## src/rtl/memory_io_ctrl_if.sv

```systemverilog
// Bus bundle for memory_io_ctrl: core memory port, data-RAM port and I/O pins.
// slave = the controller, master = the core/RAM/pin side that drives it.
interface memory_io_ctrl_if #(
    parameter int ADDR_BITS = 16,
    parameter int DATA_BITS = 8,
    parameter int NUM_OUT   = 4,
    parameter int NUM_IN    = 3
) ();
    logic                          rd_mem_en;
    logic [ADDR_BITS-1:0]          rd_mem_addr;
    logic [DATA_BITS-1:0]          rd_mem_data;
    logic                          wr_mem_en;
    logic [ADDR_BITS-1:0]          wr_mem_addr;
    logic [DATA_BITS-1:0]          wr_mem_data;
    logic                          rd_ram_en;
    logic [ADDR_BITS-1:0]          rd_ram_addr;
    logic [DATA_BITS-1:0]          rd_ram_data;
    logic                          wr_ram_en;
    logic [ADDR_BITS-1:0]          wr_ram_addr;
    logic [DATA_BITS-1:0]          wr_ram_data;
    logic [NUM_OUT*DATA_BITS-1:0]  out_ports;
    logic [NUM_OUT-1:0]            out_write_strobe;
    logic [NUM_IN*DATA_BITS-1:0]   in_ports;

    modport slave (
        input  rd_mem_en, rd_mem_addr, wr_mem_en, wr_mem_addr, wr_mem_data,
        input  rd_ram_data, in_ports,
        output rd_mem_data, rd_ram_en, rd_ram_addr, wr_ram_en, wr_ram_addr, wr_ram_data,
        output out_ports, out_write_strobe
    );

    modport master (
        output rd_mem_en, rd_mem_addr, wr_mem_en, wr_mem_addr, wr_mem_data,
        output rd_ram_data, in_ports,
        input  rd_mem_data, rd_ram_en, rd_ram_addr, wr_ram_en, wr_ram_addr, wr_ram_data,
        input  out_ports, out_write_strobe
    );
endinterface

```

## src/rtl/memory_io_ctrl.sv

```systemverilog
// Memory-mapped I/O controller: I/O window at the top of memory, everything else to RAM.
// Define MEMORY_IO_READBACK_EN to make output-port addresses readable.
module memory_io_ctrl #(
    parameter int                   ADDR_BITS = 16,
    parameter int                   DATA_BITS = 8,
    parameter int                   NUM_OUT   = 4,
    parameter int                   NUM_IN    = 3,
    parameter logic [ADDR_BITS-1:0] IO_BASE   = {ADDR_BITS{1'b1}} - ADDR_BITS'(7)
) (
    input logic              clk,
    input logic              reset,
    memory_io_ctrl_if.slave  bus
);
    localparam logic [ADDR_BITS-1:0] STATUS_OFF = ADDR_BITS'(NUM_OUT + NUM_IN);
    localparam logic [1:0] SEL_NONE = 2'd0;
    localparam logic [1:0] SEL_RAM  = 2'd1;
    localparam logic [1:0] SEL_IO   = 2'd2;

    logic [DATA_BITS-1:0] r_out      [NUM_OUT];
    logic [NUM_OUT-1:0]   r_strobe;
    logic [DATA_BITS-1:0] r_sync_p1  [NUM_IN];
    logic [DATA_BITS-1:0] r_sync_p2  [NUM_IN];
    logic [DATA_BITS-1:0] r_prev     [NUM_IN];
    logic [NUM_IN-1:0]    r_status;
    logic [1:0]           r_rd_sel_p1;
    logic [DATA_BITS-1:0] r_io_data_p1;
    logic [DATA_BITS-1:0] r_hold;

    logic [ADDR_BITS-1:0] w_rd_off;
    logic [ADDR_BITS-1:0] w_wr_off;
    logic                 w_rd_io;
    logic                 w_wr_io;
    logic                 w_status_rd;
    logic [NUM_IN-1:0]    w_change;
    logic [DATA_BITS-1:0] w_io_rd;
    logic [DATA_BITS-1:0] w_rd_data;

    // Window decode: offset wraps, so the lower bound is checked separately
    assign w_rd_off    = bus.rd_mem_addr - IO_BASE;
    assign w_wr_off    = bus.wr_mem_addr - IO_BASE;
    assign w_rd_io     = (bus.rd_mem_addr >= IO_BASE) && (w_rd_off <= STATUS_OFF);
    assign w_wr_io     = (bus.wr_mem_addr >= IO_BASE) && (w_wr_off <= STATUS_OFF);
    assign w_status_rd = bus.rd_mem_en && w_rd_io && (w_rd_off == STATUS_OFF);

    assign bus.rd_ram_en   = bus.rd_mem_en & ~w_rd_io;
    assign bus.rd_ram_addr = bus.rd_mem_addr;
    assign bus.wr_ram_en   = bus.wr_mem_en & ~w_wr_io;
    assign bus.wr_ram_addr = bus.wr_mem_addr;
    assign bus.wr_ram_data = bus.wr_mem_data;

    for (genvar g = 0; g < NUM_OUT; g++) begin : g_out
        assign bus.out_ports[g*DATA_BITS +: DATA_BITS] = r_out[g];
    end
    assign bus.out_write_strobe = r_strobe;

    always_comb begin
        w_change = '0;
        for (int j = 0; j < NUM_IN; j++) begin
            w_change[j] = (r_sync_p2[j] != r_prev[j]);
        end
    end

    always_comb begin
        w_io_rd = '0;
        if (w_rd_off == STATUS_OFF) begin
            w_io_rd = DATA_BITS'(r_status);
        end
        for (int j = 0; j < NUM_IN; j++) begin
            if (w_rd_off == ADDR_BITS'(NUM_OUT + j)) begin
                w_io_rd = r_sync_p2[j];
            end
        end
`ifdef MEMORY_IO_READBACK_EN
        for (int i = 0; i < NUM_OUT; i++) begin
            if (w_rd_off == ADDR_BITS'(i)) begin
                w_io_rd = r_out[i];
            end
        end
`endif
    end

    // p1: read source chosen at the request edge, data aligned with RAM latency
    always_comb begin
        case (r_rd_sel_p1)
            SEL_RAM: w_rd_data = bus.rd_ram_data;
            SEL_IO:  w_rd_data = r_io_data_p1;
            default: w_rd_data = r_hold;
        endcase
    end
    assign bus.rd_mem_data = w_rd_data;

    always_ff @(posedge clk) begin
        if (reset) begin
            for (int i = 0; i < NUM_OUT; i++) begin
                r_out[i] <= '0;
            end
            for (int j = 0; j < NUM_IN; j++) begin
                r_sync_p1[j] <= '0;
                r_sync_p2[j] <= '0;
                r_prev[j]    <= '0;
            end
            r_strobe     <= '0;
            r_status     <= '0;
            r_rd_sel_p1  <= SEL_NONE;
            r_io_data_p1 <= '0;
            r_hold       <= '0;
        end else begin
            for (int i = 0; i < NUM_OUT; i++) begin
                r_strobe[i] <= bus.wr_mem_en && w_wr_io && (w_wr_off == ADDR_BITS'(i));
                if (bus.wr_mem_en && w_wr_io && (w_wr_off == ADDR_BITS'(i))) begin
                    r_out[i] <= bus.wr_mem_data;
                end
            end
            for (int j = 0; j < NUM_IN; j++) begin
                r_sync_p1[j] <= bus.in_ports[j*DATA_BITS +: DATA_BITS];
                r_sync_p2[j] <= r_sync_p1[j];
                r_prev[j]    <= r_sync_p2[j];
            end
            // A change seen in the read cycle survives the clear
            r_status <= w_status_rd ? w_change : (r_status | w_change);
            r_hold   <= w_rd_data;
            if (bus.rd_mem_en) begin
                r_rd_sel_p1  <= w_rd_io ? SEL_IO : SEL_RAM;
                r_io_data_p1 <= w_io_rd;
            end else begin
                r_rd_sel_p1  <= SEL_NONE;
            end
        end
    end
endmodule

```

## src/flat_wrapper.sv

```systemverilog
// flat-port wrapper written by rule: the top's interface ports become plain ports
module memory_io_ctrl_flat 
#(
    parameter int                   ADDR_BITS = 16,
    parameter int                   DATA_BITS = 8,
    parameter int                   NUM_OUT   = 4,
    parameter int                   NUM_IN    = 3,
    parameter logic [ADDR_BITS-1:0] IO_BASE   = {ADDR_BITS{1'b1}} - ADDR_BITS'(7)
)
  (clk, reset, bus_rd_mem_en, bus_rd_mem_addr, bus_wr_mem_en, bus_wr_mem_addr, bus_wr_mem_data, bus_rd_ram_data, bus_in_ports, bus_rd_mem_data, bus_rd_ram_en, bus_rd_ram_addr, bus_wr_ram_en, bus_wr_ram_addr, bus_wr_ram_data, bus_out_ports, bus_out_write_strobe);
  memory_io_ctrl_if #(.ADDR_BITS(ADDR_BITS), .DATA_BITS(DATA_BITS), .NUM_OUT(NUM_OUT), .NUM_IN(NUM_IN)) bus_i ();
  input logic clk;
  input logic reset;
  input wire logic [$bits(bus_i.rd_mem_en)-1:0] bus_rd_mem_en;
  input wire logic [$bits(bus_i.rd_mem_addr)-1:0] bus_rd_mem_addr;
  input wire logic [$bits(bus_i.wr_mem_en)-1:0] bus_wr_mem_en;
  input wire logic [$bits(bus_i.wr_mem_addr)-1:0] bus_wr_mem_addr;
  input wire logic [$bits(bus_i.wr_mem_data)-1:0] bus_wr_mem_data;
  input wire logic [$bits(bus_i.rd_ram_data)-1:0] bus_rd_ram_data;
  input wire logic [$bits(bus_i.in_ports)-1:0] bus_in_ports;
  output wire logic [$bits(bus_i.rd_mem_data)-1:0] bus_rd_mem_data;
  output wire logic [$bits(bus_i.rd_ram_en)-1:0] bus_rd_ram_en;
  output wire logic [$bits(bus_i.rd_ram_addr)-1:0] bus_rd_ram_addr;
  output wire logic [$bits(bus_i.wr_ram_en)-1:0] bus_wr_ram_en;
  output wire logic [$bits(bus_i.wr_ram_addr)-1:0] bus_wr_ram_addr;
  output wire logic [$bits(bus_i.wr_ram_data)-1:0] bus_wr_ram_data;
  output wire logic [$bits(bus_i.out_ports)-1:0] bus_out_ports;
  output wire logic [$bits(bus_i.out_write_strobe)-1:0] bus_out_write_strobe;
  assign bus_i.rd_mem_en = bus_rd_mem_en;
  assign bus_i.rd_mem_addr = bus_rd_mem_addr;
  assign bus_i.wr_mem_en = bus_wr_mem_en;
  assign bus_i.wr_mem_addr = bus_wr_mem_addr;
  assign bus_i.wr_mem_data = bus_wr_mem_data;
  assign bus_i.rd_ram_data = bus_rd_ram_data;
  assign bus_i.in_ports = bus_in_ports;
  assign bus_rd_mem_data = bus_i.rd_mem_data;
  assign bus_rd_ram_en = bus_i.rd_ram_en;
  assign bus_rd_ram_addr = bus_i.rd_ram_addr;
  assign bus_wr_ram_en = bus_i.wr_ram_en;
  assign bus_wr_ram_addr = bus_i.wr_ram_addr;
  assign bus_wr_ram_data = bus_i.wr_ram_data;
  assign bus_out_ports = bus_i.out_ports;
  assign bus_out_write_strobe = bus_i.out_write_strobe;
  memory_io_ctrl #(.ADDR_BITS(ADDR_BITS), .DATA_BITS(DATA_BITS), .NUM_OUT(NUM_OUT), .NUM_IN(NUM_IN), .IO_BASE(IO_BASE)) u_core (.clk(clk), .reset(reset), .bus(bus_i));
endmodule
```

## config.mk

```make
export PLATFORM = sky130hd
export DESIGN_NAME = memory_io_ctrl_flat
export DESIGN_NICKNAME = d
export VERILOG_FILES = /design/src/rtl/memory_io_ctrl_if.sv /design/src/rtl/memory_io_ctrl.sv /design/src/flat_wrapper.sv
export SDC_FILE = /design/constraint.sdc
export NUM_CORES = 1
export LEC_CHECK = 0
export ABC_AREA = 1
export CAP_MARGIN = 20
export CORE_AREA = 3 3 113 115
export CTS_BUF_LIST = sky130_fd_sc_hd__clkbuf_4 sky130_fd_sc_hd__clkbuf_8 sky130_fd_sc_hd__clkbuf_16
export DETAILED_ROUTE_END_ITERATION = 10
export DIE_AREA = 0 0 116 118
export PLACE_DENSITY = 0.85
export SYNTH_ARGS = -nofsm -noshare
export SYNTH_HDL_FRONTEND = slang
export SYNTH_SLANG_ARGS = --single-unit
```

## constraint.sdc

```tcl
create_clock -name clk -period 3.08 [get_ports clk]
set_input_delay 0.616 -clock clk [delete_from_list [all_inputs] [get_ports clk]]
set_output_delay 0.616 -clock clk [all_outputs]
set_load 0.02 [all_outputs]
```

==> flow_metrics.py, run 1 <==
metrics = {
    "drt": {
        "ant_nets": 0,
        "drc": 0,
        "vias_per_cell": 4.72,
        "totalWireLength_mm": 13.4,
        "drt_first_pass_iters": 4,
        "detail_route.wl_per_cell_um": 13.4,
        "vias": 4726,
        "first_iter_violations": 334,
    },
    "job": {
        "max-cap-violations": 0,
    },
    "hold_path": {
        "min_to": "u_core.r_sync_p2[0][5]",
        "min-delay-start": "u_core.r_sync_p1[0][5]",
        "holdPathStages": 2,
        "worstHoldPathType": "reg2reg",
    },
    "critical_path": {
        "critPathCaptureType": "output pin",
        "critical_path_class": "in2out",
        "path_cells": "clkdlybuf4s50_1, ha_2, nand2_1, a21oi_2, nand3_4, nor4_2, buf_4, nor2_1, dlygate4sd2_1",
        "cp-startpoint": "bus_rd_mem_addr[3]",
        "path_depth": 9,
        "rr_worst_depth": 6,
        "reg2reg_from": "u_core.r_rd_sel_p1[0]",
        "rr_endpoint": "u_core.r_hold[5]",
        "slowest_stage": "clkdlybuf4s50_1",
        "worstPathRequired_ns": 2.46,
        "critPathMaxStageDelay_ns": 0.49,
        "critical_path_buf_inv_count": 3,
        "ff2ff_setup_slack_ns": 1.61,
        "path_delay_family": "buffers and inverters",
        "critPathMaxFanout": 4,
        "cp-start-kind": "input pin",
        "worst_ep_arrival_time_ns": 2.35,
    },
    "final_layout": {
        "layout-drive-gt1-share": 0.118,
        "multiInputGateArea_um2": 1980,
        "final_common_cell": "clkdlybuf4s50_1",
        "nNetsFinal": 922,
        "antennaDiodeCount": 0,
        "final_area_um2": 7980,
        "fill_cells": 957,
        "regArea_um2": 2900,
        "syn2layout_area_growth_pct": 40.0,
        "final_cell_mix": "clkdlybuf4s50_1 (158), inv_1 (113), nor2_1 (109)",
    },
    "global_route": {
        "grt_remaining_overflow": 0,
        "grt_pass1_wl_mm": 21.4,
        "grt_pass1_vias": 4593,
        "grt_usage": 0.198,
        "grt_max_degree": 48,
        "grt_antenna_before_repair": 0,
    },
    "sta": {
        "maxSlewHeadroom": 0.711,
        "finalSetupViolCount": 0,
        "fin_crit_ns": 2.96,
        "hold_ws_ns": 0.401,
        "fin_skew_ns": 0.00542,
        "timing.fmax_ghz": 0.338,
        "fin_crit_sh": 0.962,
        "rsz0062_at_grt": "no",
        "slew_violations": 0,
        "hold_viol": 0,
        "worstMarginPinSlew_ns": 0.430,
    },
    "power": {
        "intPower_w": 0.00336,
        "clock_power_share": 0.470,
        "switching_share": 0.239,
        "switching_power_w": 0.00106,
        "power_frac_seq": 0.415,
        "powerDensity_nw_per_um2": 553,
        "p_leak_nw": 3.59,
        "vdd_ir_drop_max_uv": 436,
        "combPwrFrac": 0.115,
    },
    "yosys": {
        "ys_ff_latch": 129,
        "synth_nets": 767,
        "ys_seq_area_frac": 0.509,
        "yosysWarningCount": 0,
        "avgSynthCellArea_um2": 8.30,
        "postSynthCellCount": 687,
        "synth_edf_count": 32,
        "yosysUniqueCellTypes": 37,
        "synth_area_leaders": "dfxtp_1 (34%), edfxtp_1 (17%), inv_1 (7.4%), nor2_1 (7.2%), nand2_1 (6.8%)",
        "async_reset_ff_frac": 0,
        "synth_top_area_cell": "dfxtp_1",
        "synth-main-ff-cell": "dfxtp_1",
        "synth_top_area_share": 0.341,
        "synth_area_um2": 5700,
    },
    "floorplan": {
        "io_pins": 162,
        "start_util": 0.479,
        "fp.dieH_um": 118,
        "core-area_um2": 11900,
        "dieArea_um2": 13700,
        "die_w_um": 116,
        "rows": 40,
    },
    "place": {
        "port-buffer-count": 161,
        "routabilityCongestion": 0.820,
        "placed_area_um2": 7360,
        "dp_hpwl_mm": 10.3,
    },
    "clock_network": {
        "cts_max_level": 4,
        "post_cts_buffers": 0,
        "insertion_delay_ns": 0.41,
        "clockBufferDepth": 2,
        "cts_sinks": 129,
        "clockRootBuffer": "clkbuf_16",
        "cts_tree": "done",
        "path_clk_slew_ns": 0.05,
        "cts_buffers": 17,
        "ctsHoldBuffers": 0,
    },
    "status": {
        "status": "completed",
    },
}
==> synth_stat cells, types with 4 or more instances <==
cell type  number
nor2_2          5
nand3_1        37
a22o_1          7
nor3_1         18
a21oi_2         5
inv_2           5
inv_1         113
xor2_1         25
clkbuf_1       15
edfxtp_1       32
buf_4          40
a21oi_1        14
nor4_1          7
ha_1            4
nand2_1       103
dfxtp_1        97
nand4_1        16
nand2_2         5
nor2_1        109
==> state kept, by name, indices dropped and copies added (netlist names) <==
register and count:
u_core.r_io_data_p1 8, u_core.r_sync_p2 24, u_core.r_prev 24, u_core.r_sync_p1 24, u_core.r_status 3, u_core.bus.out_write_strobe 4, u_core.r_out 32, u_core.r_hold 8
u_core.r_rd_sel_p1 2
==> what timing repair did <==
action | in CTS | in global routing
gates resized for setup | 2 | 2
cloned | 0 | 0
endpoints found under the setup margin | 2 | 1
==> power groups by stage <==
stage / Clock (W) / Combinational (W) / Sequential, W
6_report: 0.00207 / 0.000508 / 0.00183
5_1_grt: 0.00218 / 0.000551 / 0.00184
4_1_cts: 0.00211 / 0.000511 / 0.00183
3_5_place_dp: 0 / 0.000510 / 0.00187
3_3_place_gp: 0 / 0.000500 / 0.00186
2_1_floorplan: 0 / 0.000237 / 0.00189
==> tightest hold or removal path: stages (launching register included) <==
cell     delay, ns
dfxtp_1       0.29
inv_1         0.04
nor2_1        0.03
==> worst max path at each step <==
stage	end	slack, ns
after floorplan	u_core.r_out[0][0]	0.69
final	bus_rd_ram_en	0.12
after global placement	bus_rd_ram_en	-0.18
after global routing	bus_rd_mem_data[5]	0.002
after detailed placement	bus_rd_ram_en	-0.22
after CTS	bus_rd_ram_en	0.01
==> kinds of logic (layout without fill, tap and decap cells) <==
logic type / count (synthesis) / after routing / share of synthesized area
fa+ha+maj: 4 / 4 / 0.00878
simple gates: 317 / 317 / 0.259
flops: 129 / 129 / 0.509
xor+xnor: 26 / 26 / 0.0399
buf+inv: 177 / 345 / 0.144
compound gates: 34 / 34 / 0.0393
==> layout make-up <==
cell class / count / share of cell area
Timing Repair Buffer: 193 / 0.231
Inverter: 120 / 0.0564
Clock buffer: 19 / 0.0552
Multi-Input combinational cell: 381 / 0.248
Tap cell: 147 / 0.0230
Sequential cell: 129 / 0.364
Clock inverter: 13 / 0.0218
==> stage by stage <==
stage | total power (W) | instances | setup TNS, ns | utilization | setup WS, ns
floorplan | 0.00213 | 687 | 0 | - | 0.686
global placement | 0.00236 | 970 | -0.196 | 0.618 | -0.182
detailed placement | 0.00238 | 970 | -0.880 | 0.618 | -0.221
CTS | 0.00445 | 1002 | 0 | 0.669 | 0.0115
global route | 0.00457 | 1002 | 0 | 0.670 | 0.00183
finish | 0.00441 | 1002 | 0 | 0.670 | 0.118
==> layer usage <==
metal	GRT usage	part of all wire	vias to the layer above
met5	0	0	-
met4	0.0711	0.017	0
met3	0.0555	0.055	22
met2	0.367	0.54	139
met1	0.210	0.38	2150
li1	-	-	2415
(Power assumes the default switching activity.)
==> inputs of run 2 (changes only) <==
Settings changed: CTS_CLUSTER_DIAMETER from default to 50, SKIP_CTS_REPAIR_TIMING from default to 1.
==> run 2 against run 1 <==
  * First-iteration DRC count down 6.0%
  * Clock power about the same
  * Register-to-register slack about the same
  * Largest power group unchanged
  * Fmax rose by 0.67%
  * Largest cell class unchanged
==> flow_metrics.py, run 2 (synthesis gave the netlist of run 1 again) <==
metrics = {
    "status": {
        "status": "completed",
    },
    "global_route": {
        "grt_antenna_before_repair": 0,
        "grt_max_degree": 48,
        "grt_usage": 0.198,
        "grt_pass1_vias": 4593,
        "grt_pass1_wl_mm": 21.4,
        "grt_remaining_overflow": 0,
    },
    "critical_path": {
        "critPathCaptureType": "output pin",
        "critical_path_class": "in2out",
        "cp-start-kind": "input pin",
        "path_delay_family": "buffers and inverters",
        "path_cells": "clkdlybuf4s50_1, ha_1, nand2_1, a21oi_1, nand3_4, nor4_2, buf_4, nor2_1, dlymetal6s2s_1",
        "ff2ff_setup_slack_ns": 1.61,
        "worstPathRequired_ns": 2.46,
        "worst_ep_arrival_time_ns": 2.33,
        "critPathMaxStageDelay_ns": 0.49,
        "critPathMaxFanout": 4,
        "reg2reg_from": "u_core.r_rd_sel_p1[0]",
        "rr_worst_depth": 6,
        "rr_endpoint": "u_core.r_hold[5]",
        "critical_path_buf_inv_count": 3,
        "slowest_stage": "clkdlybuf4s50_1",
    },
    "final_layout": {
        "largest_register": "u_core.r_out",
        "final_cells": 1002,
        "final_cell_mix": "clkdlybuf4s50_1 (158), inv_1 (113), nor2_1 (109)",
        "fill_cells": 952,
        "syn2layout_area_growth_pct": 40.1,
        "layout-drive-gt1-share": 0.117,
        "multiInputGateArea_um2": 1980,
        "largest_reg_flops": 32,
        "nNetsFinal": 922,
        "antennaDiodeCount": 0,
        "final_common_cell": "clkdlybuf4s50_1",
        "regArea_um2": 2900,
    },
    "power": {
        "combPwrFrac": 0.115,
        "power_frac_seq": 0.415,
        "switching_power_w": 0.00105,
        "clock_power_share": 0.470,
        "vdd_ir_drop_max_uv": 435,
        "powerDensity_nw_per_um2": 552,
        "switching_share": 0.239,
        "intPower_w": 0.00336,
        "p_leak_nw": 3.61,
    },
    "sta": {
        "finalSetupTns_ns": 0,
        "worstMarginPinSlew_ns": 0.429,
        "hold_viol": 0,
        "rsz0062_at_grt": "no",
        "finalSetupViolCount": 0,
        "timing.fmax_ghz": 0.340,
        "fin_crit_ns": 2.94,
        "fin_crit_sh": 0.955,
        "slew_violations": 0,
        "fin_skew_ns": 0.00765,
        "maxSlewHeadroom": 0.712,
    },
    "floorplan": {
        "rows": 40,
        "die_w_um": 116,
        "fp.dieH_um": 118,
        "start_util": 0.479,
        "dieArea_um2": 13700,
        "core-area_um2": 11900,
        "io_pins": 162,
    },
    "clock_network": {
        "cts_buffers": 17,
        "path_clk_slew_ns": 0.05,
        "cts_tree": "done",
        "insertion_delay_ns": 0.41,
        "clockRootBuffer": "clkbuf_16",
        "cts_sinks": 129,
        "clockBufferDepth": 2,
        "cts_max_level": 4,
    },
    "drt": {
        "ant_nets": 0,
        "drt_first_pass_iters": 5,
        "vias_per_cell": 4.73,
        "first_iter_violations": 314,
        "totalWireLength_mm": 13.4,
        "drc": 0,
        "vias": 4738,
        "detail_route.wl_per_cell_um": 13.4,
    },
    "job": {
        "max-cap-violations": 0,
    },
    "place": {
        "dp_hpwl_mm": 10.3,
        "port-buffer-count": 161,
        "dp_cells": 970,
        "routabilityCongestion": 0.820,
    },
    "hold_path": {
        "holdPathStages": 2,
        "min-delay-start": "u_core.r_sync_p1[0][5]",
        "worstHoldPathType": "reg2reg",
        "min_to": "u_core.r_sync_p2[0][5]",
    },
}
run 2: final cells by class:
class                      instances  area share
timing repair buffer             193       0.232
inverter                         120      0.0564
clock buffer                      19      0.0551
tap                              147      0.0230
clock inverter                    13      0.0218
sequential                       129       0.363
multi-input combinational        381       0.248
run 2: how the worst max path moves through the flow:
stage	from	to	slack, ns	cells past startpoint
after floorplan	bus_wr_mem_addr[3]	u_core.r_out[0][0]	0.69	8
after global placement	bus_rd_mem_addr[3]	bus_rd_ram_en	-0.18	9
after detailed placement	bus_rd_mem_addr[3]	bus_rd_ram_en	-0.22	9
after CTS	bus_rd_mem_addr[3]	bus_rd_ram_en	-0.22	9
after global routing	u_core.r_rd_sel_p1[0]	bus_rd_mem_data[5]	0.002	6
final	bus_rd_mem_addr[3]	bus_rd_ram_en	0.14	9
run 2: worst reg2reg max path: stages, from the launching register on:
cell     delay [ns]
dfxtp_1        0.33
inv_1          0.04
ha_1           0.44
inv_1          0.20
nor2_1         0.15
a21oi_1        0.07
and2_1         0.14
run 2: metrics by stage:
stage / utilization / setup WS (ns) / hold slack (ns) / area, um2 / power [W]
finish: 0.671 / 0.138 / 0.401 / 7990 / 0.00441
global route: 0.671 / 0.00207 / 0.406 / 7990 / 0.00457
CTS: 0.670 / -0.220 / 0.402 / 7980 / 0.00445
detailed placement: 0.618 / -0.221 / 0.395 / 7360 / 0.00238
global placement: 0.618 / -0.182 / 0.391 / 7360 / 0.00236
floorplan: - / 0.686 / 0.388 / 5700 / 0.00213
run 2: power by group through the flow:
stage | combinational [W] | sequential (W) | clock [W]
5_1_grt | 0.000551 | 0.00184 | 0.00218
2_1_floorplan | 0.000237 | 0.00189 | 0
6_report | 0.000508 | 0.00183 | 0.00207
4_1_cts | 0.000512 | 0.00183 | 0.00211
3_3_place_gp | 0.000500 | 0.00186 | 0
3_5_place_dp | 0.000510 | 0.00187 | 0
run 2: per-layer routing:
| layer | GRT usage | up-vias | routed length, um |
|---|---|---|---|
| li1 | - | 2414 | - |
| met1 | 0.210 | 2161 | 5120 |
| met2 | 0.367 | 137 | 7330 |
| met3 | 0.0555 | 26 | 717 |
| met4 | 0.0711 | 0 | 250 |
| met5 | 0 | - | 0 |
